--- config.mk ---
export PLATFORM = sky130hd
export DESIGN_NAME = sar_search_ctrl
export DESIGN_NICKNAME = d
export VERILOG_FILES = /design/src/rtl/sar_pkg.sv /design/src/rtl/sar_search_ctrl.sv
export SDC_FILE = /design/constraint.sdc
export NUM_CORES = 1
export LEC_CHECK = 0
export ABC_AREA = 1
export CAP_MARGIN = 0
export CELL_PAD_IN_SITES_DETAIL_PLACEMENT = 1
export CELL_PAD_IN_SITES_GLOBAL_PLACEMENT = 1
export CORE_MARGIN = 2
export CORE_UTILIZATION = 26
export DETAILED_ROUTE_END_ITERATION = 10
export MAX_ROUTING_LAYER = met4
export PLACE_DENSITY = 0.55
export SETUP_SLACK_MARGIN = 0.5
export SLEW_MARGIN = 20
export SYNTH_ARGS = -nofsm -noshare
export SYNTH_HDL_FRONTEND = slang
export SYNTH_SLANG_ARGS = --single-unit
--- constraint.sdc ---
create_clock -name clk -period 4.6 [get_ports clk]
set_input_delay 0.92 -clock clk [delete_from_list [all_inputs] [get_ports clk]]
set_output_delay 0.92 -clock clk [all_outputs]
set_load 0.02 [all_outputs]
--- src/rtl/sar_pkg.sv ---
// sar_pkg: shared state encoding and flag check for the SAR search controller
package sar_pkg;
  localparam logic [1:0] ST_IDLE   = 2'd0;
  localparam logic [1:0] ST_TEST   = 2'd1;
  localparam logic [1:0] ST_VERIFY = 2'd2;
  localparam logic [1:0] ST_DONE   = 2'd3;

  function automatic logic flags_onehot(input logic g, input logic l, input logic e);
    return (g ^ l ^ e) & ~(g & l & e);
  endfunction
endpackage

--- src/rtl/sar_search_ctrl.sv ---
// sar_search_ctrl: binary-searches a comparator's hidden operand by driving trial values
module sar_search_ctrl
  import sar_pkg::*;
#(
  parameter int N = 8
) (
  input  logic         clk,
  input  logic         rst,
  input  logic         start,
  input  logic         cmp_greater,
  input  logic         cmp_lesser,
  input  logic         cmp_equal,
  output logic [N-1:0] trial,
  output logic         busy,
  output logic         done,
  output logic [N-1:0] result,
  output logic         found,
  output logic         error
);
  localparam int PW = $clog2(N);

  logic [1:0]    st_q, st_d;
  logic [PW-1:0] ptr_q, ptr_d;
  logic [N-1:0]  acc_q, acc_d, trial_q, trial_d, result_q, result_d, bit_m;
  logic          busy_q, busy_d, done_q, done_d, found_q, found_d, error_q, error_d, ok;

  assign ok    = flags_onehot(cmp_greater, cmp_lesser, cmp_equal);
  assign bit_m = {{(N-1){1'b0}}, 1'b1} << ptr_q;

  always_comb begin
    st_d     = st_q;
    ptr_d    = ptr_q;
    acc_d    = acc_q;
    result_d = result_q;
    found_d  = found_q;
    error_d  = error_q;
    case (st_q)
      ST_IDLE: if (start) begin
        acc_d   = '0;
        found_d = 1'b0;
        error_d = 1'b0;
        ptr_d   = PW'(N - 1);
        st_d    = ST_TEST;
      end
      ST_TEST: if (!ok || cmp_equal) begin
        result_d = trial_q;
        error_d  = !ok;
        found_d  = ok;
        st_d     = ST_DONE;
      end else begin
        acc_d = cmp_greater ? (acc_q | bit_m) : (acc_q & ~bit_m);
        st_d  = (ptr_q == '0) ? ST_VERIFY : ST_TEST;
        ptr_d = (ptr_q == '0) ? ptr_q : ptr_q - 1'b1;
      end
      ST_VERIFY: begin
        found_d  = ok && cmp_equal;
        error_d  = !(ok && cmp_equal);
        result_d = acc_q;
        st_d     = ST_DONE;
      end
      default: st_d = ST_IDLE;
    endcase
    done_d  = st_d == ST_DONE;
    busy_d  = st_d != ST_IDLE;
    // trial tracks the next state so the comparator sees it for the whole TEST/VERIFY cycle
    trial_d = (st_d == ST_TEST)   ? (acc_d | ({{(N-1){1'b0}}, 1'b1} << ptr_d)) :
              (st_d == ST_VERIFY) ? acc_d : '0;
  end

  always_ff @(posedge clk or posedge rst) begin
    if (rst) begin
      st_q     <= ST_IDLE;
      ptr_q    <= PW'(N - 1);
      acc_q    <= '0;
      trial_q  <= '0;
      result_q <= '0;
      busy_q   <= 1'b0;
      done_q   <= 1'b0;
      found_q  <= 1'b0;
      error_q  <= 1'b0;
    end else begin
      st_q     <= st_d;
      ptr_q    <= ptr_d;
      acc_q    <= acc_d;
      trial_q  <= trial_d;
      result_q <= result_d;
      busy_q   <= busy_d;
      done_q   <= done_d;
      found_q  <= found_d;
      error_q  <= error_d;
    end
  end

  assign trial  = trial_q;
  assign busy   = busy_q;
  assign done   = done_q;
  assign result = result_q;
  assign found  = found_q;
  assign error  = error_q;
endmodule

==> impl_metrics.tcl, run 1 <==
set metrics [dict create \
    critPathKind "input port to flop" \
    fill_cells 859 \
    grt_pass1_wl_mm 8.47 \
    numClockSinks 33 \
    gp_congestion 0.764 \
    dpl.hpwl_mm 3.70 \
    nets 297 \
    wl_per_cell_um 12.7 \
    regArea_um2 830 \
    ir_drop_mv 0.357 \
    syn_area_per_cell_um2 7.42 \
    drt_wl_total_mm 4.78 \
    cts-root-buf "clkbuf_8" \
    met2_length_mm 2.06 \
    rows 30 \
    rsz0062_at_grt "false" \
    critPathSlowestCell "clkdlybuf4s50_1" \
    yosysMostFrequentCell "nand2_1" \
    met1Wirelength_mm 2.53 \
    whs_ns 0.541 \
    crit_chain "clkdlybuf4s50_1, ha_1, ha_1, nand2_2, o21ai_0, inv_1, nand2_1, nand2_1, nor2_2, nand2_1, nand2_1" \
    slew_headroom 0.541 \
    diodes 0 \
    holdPathStages 2 \
    synth_edf_count 0 \
    slew_viol_final 0 \
    grt_max_degree 20 \
    vias 1595 \
    period_share 0.658 \
    overflow 0 \
    grt_antenna_before_repair 0 \
    ys_top_cells_by_area "dfrtp_1 (40%), nand2_1 (18%), ha_1 (8.0%)" \
    timing.fmax_ghz 0.330 \
    total_power_mw 1.76 \
    path_clk_slew_ns 0.07 \
    first_pass_iters 4 \
    startpoint_type "input port" \
    drc 0 \
    p_leak_nw 1.17 \
    ys_types 21 \
    dieArea_mm2 0.00789 \
    cts_tree "yes" \
    yosysTopAreaCellShare 0.401 \
    grt_pass1_vias 1718 \
    synthTopCellsByCount "nand2_1 (92), inv_1 (35), dfrtp_1 (30)" \
    cts_buffer_depth 2 \
    crit_path_max_incr_delay_ns 0.58 \
    ys_seq_area_frac 0.443 \
    status "finished, final reports clean" \
    synth_top_cell_by_area "dfrtp_1" \
    synthArstFlopShare 1.00 \
    first_iter_violations 66 \
    critPathArrivalTime_ns 3.25 \
    multi_input_area_um2 862 \
    post_cts_resized 0 \
    pwr_density_cell_mw_per_mm2 753 \
    synth_warnings 0 \
    synthCells 252 \
    postRouteAntennaNets 0 \
    htreeDepth 2 \
    crit_fanout 10 \
    area_growth_pct 24.7 \
    hold_viol 0 \
    end_kind "flop" \
    cp_common_cell "nand2_1" \
    maxCapViolCount 0 \
    insertion_delay_ns 0.29 \
    setup-tns-final_ns 0 \
    io_buffers 25 \
    finalCriticalPeriod_ns 3.03 \
    routed.top_layer "met4" \
    cts_made_buffers 5 \
    ios 26 \
    cts_setup_buffers 0 \
    synth_seq_cells 33 \
    grt_util_all_layers 0.144 \
    cp.required_ns 4.82 \
    final-setup-viol-count 0 \
    die_h_um 88.8 \
    ys.flop_type "dfrtp_1" \
    routed_via_density 4.24 \
    core_mm2 0.00687 \
    tightest_slew_ns 0.688 \
    rr_worst_depth 6 \
    dieWidth_um 88.8 \
    initial_utilization 0.272 \
    syn_nets 270 \
    hold_path.class "flop to flop" \
    netlist_area_mm2 0.00187 \
    met3_length_um 106 \
    drive_gt1_frac 0.0786 \
    fin_skew_ns 0.00571 \
    cts_hold_buf 0 \
]
worst paths after layout:
| check | end | slack (ns) | from |
|---|---|---|---|
| hold reg to reg | found$_DFFE_PP0P_ | 0.54 | found$_DFFE_PP0P_ |
| max in group asynchronous | ptr_q[1]$_DFF_PP1_ | 2.83 | rst |
| setup / recovery | trial[0]$_DFF_PP0_ | 1.57 | cmp_greater |
| min in group asynchronous | busy$_DFF_PP0_ | 1.02 | rst |
| setup reg to reg | result[3]$_DFFE_PP0P_ | 2.44 | st_q[1]$_DFF_PP0_ |
| hold / removal | found$_DFFE_PP0P_ | 0.54 | found$_DFFE_PP0P_ |
placed cells by master (no fill, tap or decap):
cell,n
nand4_2,1
nor2_2,3
o22ai_1,10
o21ai_0,5
dfrtp_1,30
a21oi_1,7
clkbuf_1,1
nor3_1,1
clkdlybuf4s50_1,25
clkbuf_8,6
bufinv_16,1
nand3_1,8
nand2_1,92
nand2_2,3
nor2_1,24
o21ai_2,1
ha_1,12
inv_2,2
inv_1,35
dfstp_2,3
buf_4,2
a31oi_1,8
kinds of logic (layout without fill, tap and decap cells):
kind of cell | Yosys count | in the layout | synth area share
DFF | 33 | 33 | 0.443
buffers and inverters | 44 | 72 | 0.0957
AOI/OAI and AO/OA | 31 | 31 | 0.0970
and+or+nand+nor | 132 | 132 | 0.284
adders and majority gates | 12 | 12 | 0.0803
power breakdown:
group	switching, mW	internal [mW]	leakage (nW)
combinational	0.633	0.340	0.690
sequential	0.0729	0.426	0.419
clock	0.108	0.177	0.0585
metal layers:
metal,track usage,vias up
met5,-,-
met4,0.0413,0
met3,0.0280,8
met2,0.213,22
met1,0.200,732
li1,-,833
layout make-up:
type | count | area share
repair buffers | 27 | 0.114
flip-flops and latches | 33 | 0.356
clock inverters | 1 | 0.0129
inverters | 37 | 0.0595
multi-input cells | 175 | 0.370
clock buffers | 7 | 0.0370
well taps | 96 | 0.0515
per-stage QoR:
stage               setup WS [ns]  cell area, um^2  utilization  std cells
floorplan                    2.38             1870            -        252
global placement             1.36             2220        0.323        368
detailed placement           1.29             2220        0.323        368
CTS                          1.60             2330        0.340        376
global route                 1.27             2330        0.340        376
finish                       1.57             2330        0.340        376
registers in the layout, indices dropped and copies added, names as in the netlist:
name,cells
acc_q,8
result,8
trial,8
ptr_q,3
st_q,2
busy,1
done,1
error,1
found,1
critical path, delay by kind of cell:
| kind | cells | cell delay, ns |
|---|---|---|
| and+or+nand+nor | 6 | 0.70 |
| adders and majority gates | 2 | 0.78 |
| buffers and inverters | 2 | 0.64 |
| AOI/OAI and AO/OA | 1 | 0.20 |
No activity file was read; power rests on OpenSTA's default activity.
==> inputs of run 2 (changes only) <==
clock period = 2.95 ns   (was 4.6 ns; I/O delays follow)
==> impl_metrics.tcl, run 2 (synthesis gave the netlist of run 1 again) <==
set metrics [dict create \
    worstHoldStart "found$_DFFE_PP0P_" \
    cts_setup_buffers 0 \
    holdPathStages 2 \
    grt_util_all_layers 0.141 \
    period_share 0.750 \
    crit_family "adder cells" \
    first_pass_iters 4 \
    critPathArrivalTime_ns 2.44 \
    dieWidth_um 88.8 \
    insertion_delay_ns 0.29 \
    whs_ns 0.541 \
    post_cts_resized 0 \
    ir_drop_mv 0.351 \
    slew_headroom 0.701 \
    final-setup-viol-count 0 \
    cts_hold_buf 0 \
    grt_antenna_before_repair 0 \
    dp_slack_ns 0.299 \
    pwr_density_cell_mw_per_mm2 1130 \
    hold_viol 0 \
    io_buffers 25 \
    crit_chain "clkdlybuf4s50_1, ha_1, ha_2, nand2_2, o21ai_0, inv_1, nand2_1, nand2_1, nor2_2, nand2_1, nand2_1" \
    rows 30 \
    core_mm2 0.00687 \
    r2r-end "trial[4]$_DFF_PP0_" \
    cts-root-buf "clkbuf_8" \
    placed_area_mm2 0.00225 \
    timing.reg2reg.setup_slack_ns 1.03 \
    routed_via_density 4.22 \
    crit_buf_inv 2 \
    nets 301 \
    slew_viol_final 0 \
    fin_skew_ns 0.00330 \
    drc 0 \
    worstReg2RegStart "ptr_q[0]$_DFF_PP1_" \
    cts_made_buffers 5 \
    end_kind "flop" \
    dieArea_mm2 0.00789 \
    most-common-layout-cells "nand2_1 (92), inv_1 (35), dfrtp_1 (30)" \
    setup-tns-final_ns 0 \
    postRouteAntennaNets 0 \
    grt_max_degree 34 \
    final_area_mm2 0.00233 \
    finalCriticalPeriod_ns 2.21 \
    path_clk_slew_ns 0.07 \
    cts_tree "yes" \
    critPathKind "input port to flop" \
    rr_worst_depth 9 \
    fin_util 0.340 \
    critPathSlowestCell "clkdlybuf4s50_1" \
    cp_common_cell "nand2_1" \
    wl_per_cell_um 12.2 \
    grt_pass1_wl_mm 8.13 \
    crit_start "cmp_greater" \
    htreeDepth 2 \
    cp.required_ns 3.18 \
    gp_congestion 0.781 \
    initial_utilization 0.272 \
    fill_cells 859 \
    timing.fmax_ghz 0.452 \
    grt_pass1_vias 1591 \
    vias 1604 \
    die_h_um 88.8 \
    status "finished, final reports clean" \
    cts_buffer_depth 2 \
    rsz0062_at_grt "false" \
    crit_fanout 10 \
    numClockSinks 33 \
    area_growth_pct 24.8 \
    p_leak_nw 1.17 \
    startpoint_type "input port" \
    crit_path_max_incr_delay_ns 0.42 \
    maxCapViolCount 0 \
    hold_path.class "flop to flop" \
    drive_gt1_frac 0.0986 \
    ios 26 \
    drt_wl_total_mm 4.62 \
    first_iter_violations 46 \
    dpl.hpwl_mm 3.66 \
    multi_input_area_um2 865 \
    min_to "found$_DFFE_PP0P_" \
    final_common_cell "nand2_1" \
    diodes 0 \
    overflow 0 \
    regArea_um2 830 \
    timing.final.ws_setup_ns 0.737 \
    tightest_slew_ns 0.448 \
]
run 2: changes by cell type in the layout (fill, tap and decap cells not counted), sizes merged:
| cell | delta |
|---|---|
| clkinvlp | +1 |
| clkbuf | -2 |
| bufinv | -1 |
| clkinv | +2 |
| buf | +4 |
run 2: metrics by stage:
| step | instances | power (mW) |
|---|---|---|
| 3_3_place_gp | 372 | 2.33 |
| 3_5_place_dp | 372 | 2.34 |
| 4_1_cts | 380 | 2.70 |
| 6_report | 380 | 2.64 |
| 5_1_grt | 380 | 2.96 |
| 2_1_floorplan | 252 | 1.82 |
run 2: area by class of cell:
cell class / count / share of cell area
clock buffers: 5 / 0.0295
clock inverters: 3 / 0.00750
flip-flops and latches: 33 / 0.355
inverters: 37 / 0.0595
repair buffers: 31 / 0.126
multi-input cells: 175 / 0.370
well taps: 96 / 0.0514
run 2: how the worst max path moves through the flow:
stage,to,slack [ns],cells after the start
after floorplan,trial[4]$_DFF_PP0_,1.06,12
after global placement,trial[0]$_DFF_PP0_,0.33,11
after detailed placement,trial[4]$_DFF_PP0_,0.30,12
after CTS,trial[0]$_DFF_PP0_,0.60,11
after global routing,trial[1]$_DFF_PP0_,0.52,11
final,trial[1]$_DFF_PP0_,0.74,11
run 2: per-layer routing:
metal / vias up / part of all wire / global-route usage
met3: 5 / 0.024 / 0.0252
met2: 22 / 0.44 / 0.208
met5: - / 0 / -
met1: 738 / 0.52 / 0.195
li1: 839 / - / -
met4: 0 / 0.016 / 0.0455
run 2: worst reg2reg max path, stage by stage (launching register included):
cell	delay, ns
dfstp_2	0.59
inv_1	0.11
ha_1	0.28
nand2_2	0.14
nand2_1	0.06
nand2_1	0.09
nand4_2	0.19
nor2_2	0.20
nand2_1	0.11
nand2_1	0.08
run 2: power by group:
| part | switching, mW | total [mW] | internal, mW |
|---|---|---|---|
| logic | 0.967 | 1.53 | 0.561 |
| registers | 0.108 | 0.772 | 0.663 |
| clock network | 0.181 | 0.344 | 0.163 |
| total | 1.26 | 2.64 | 1.39 |
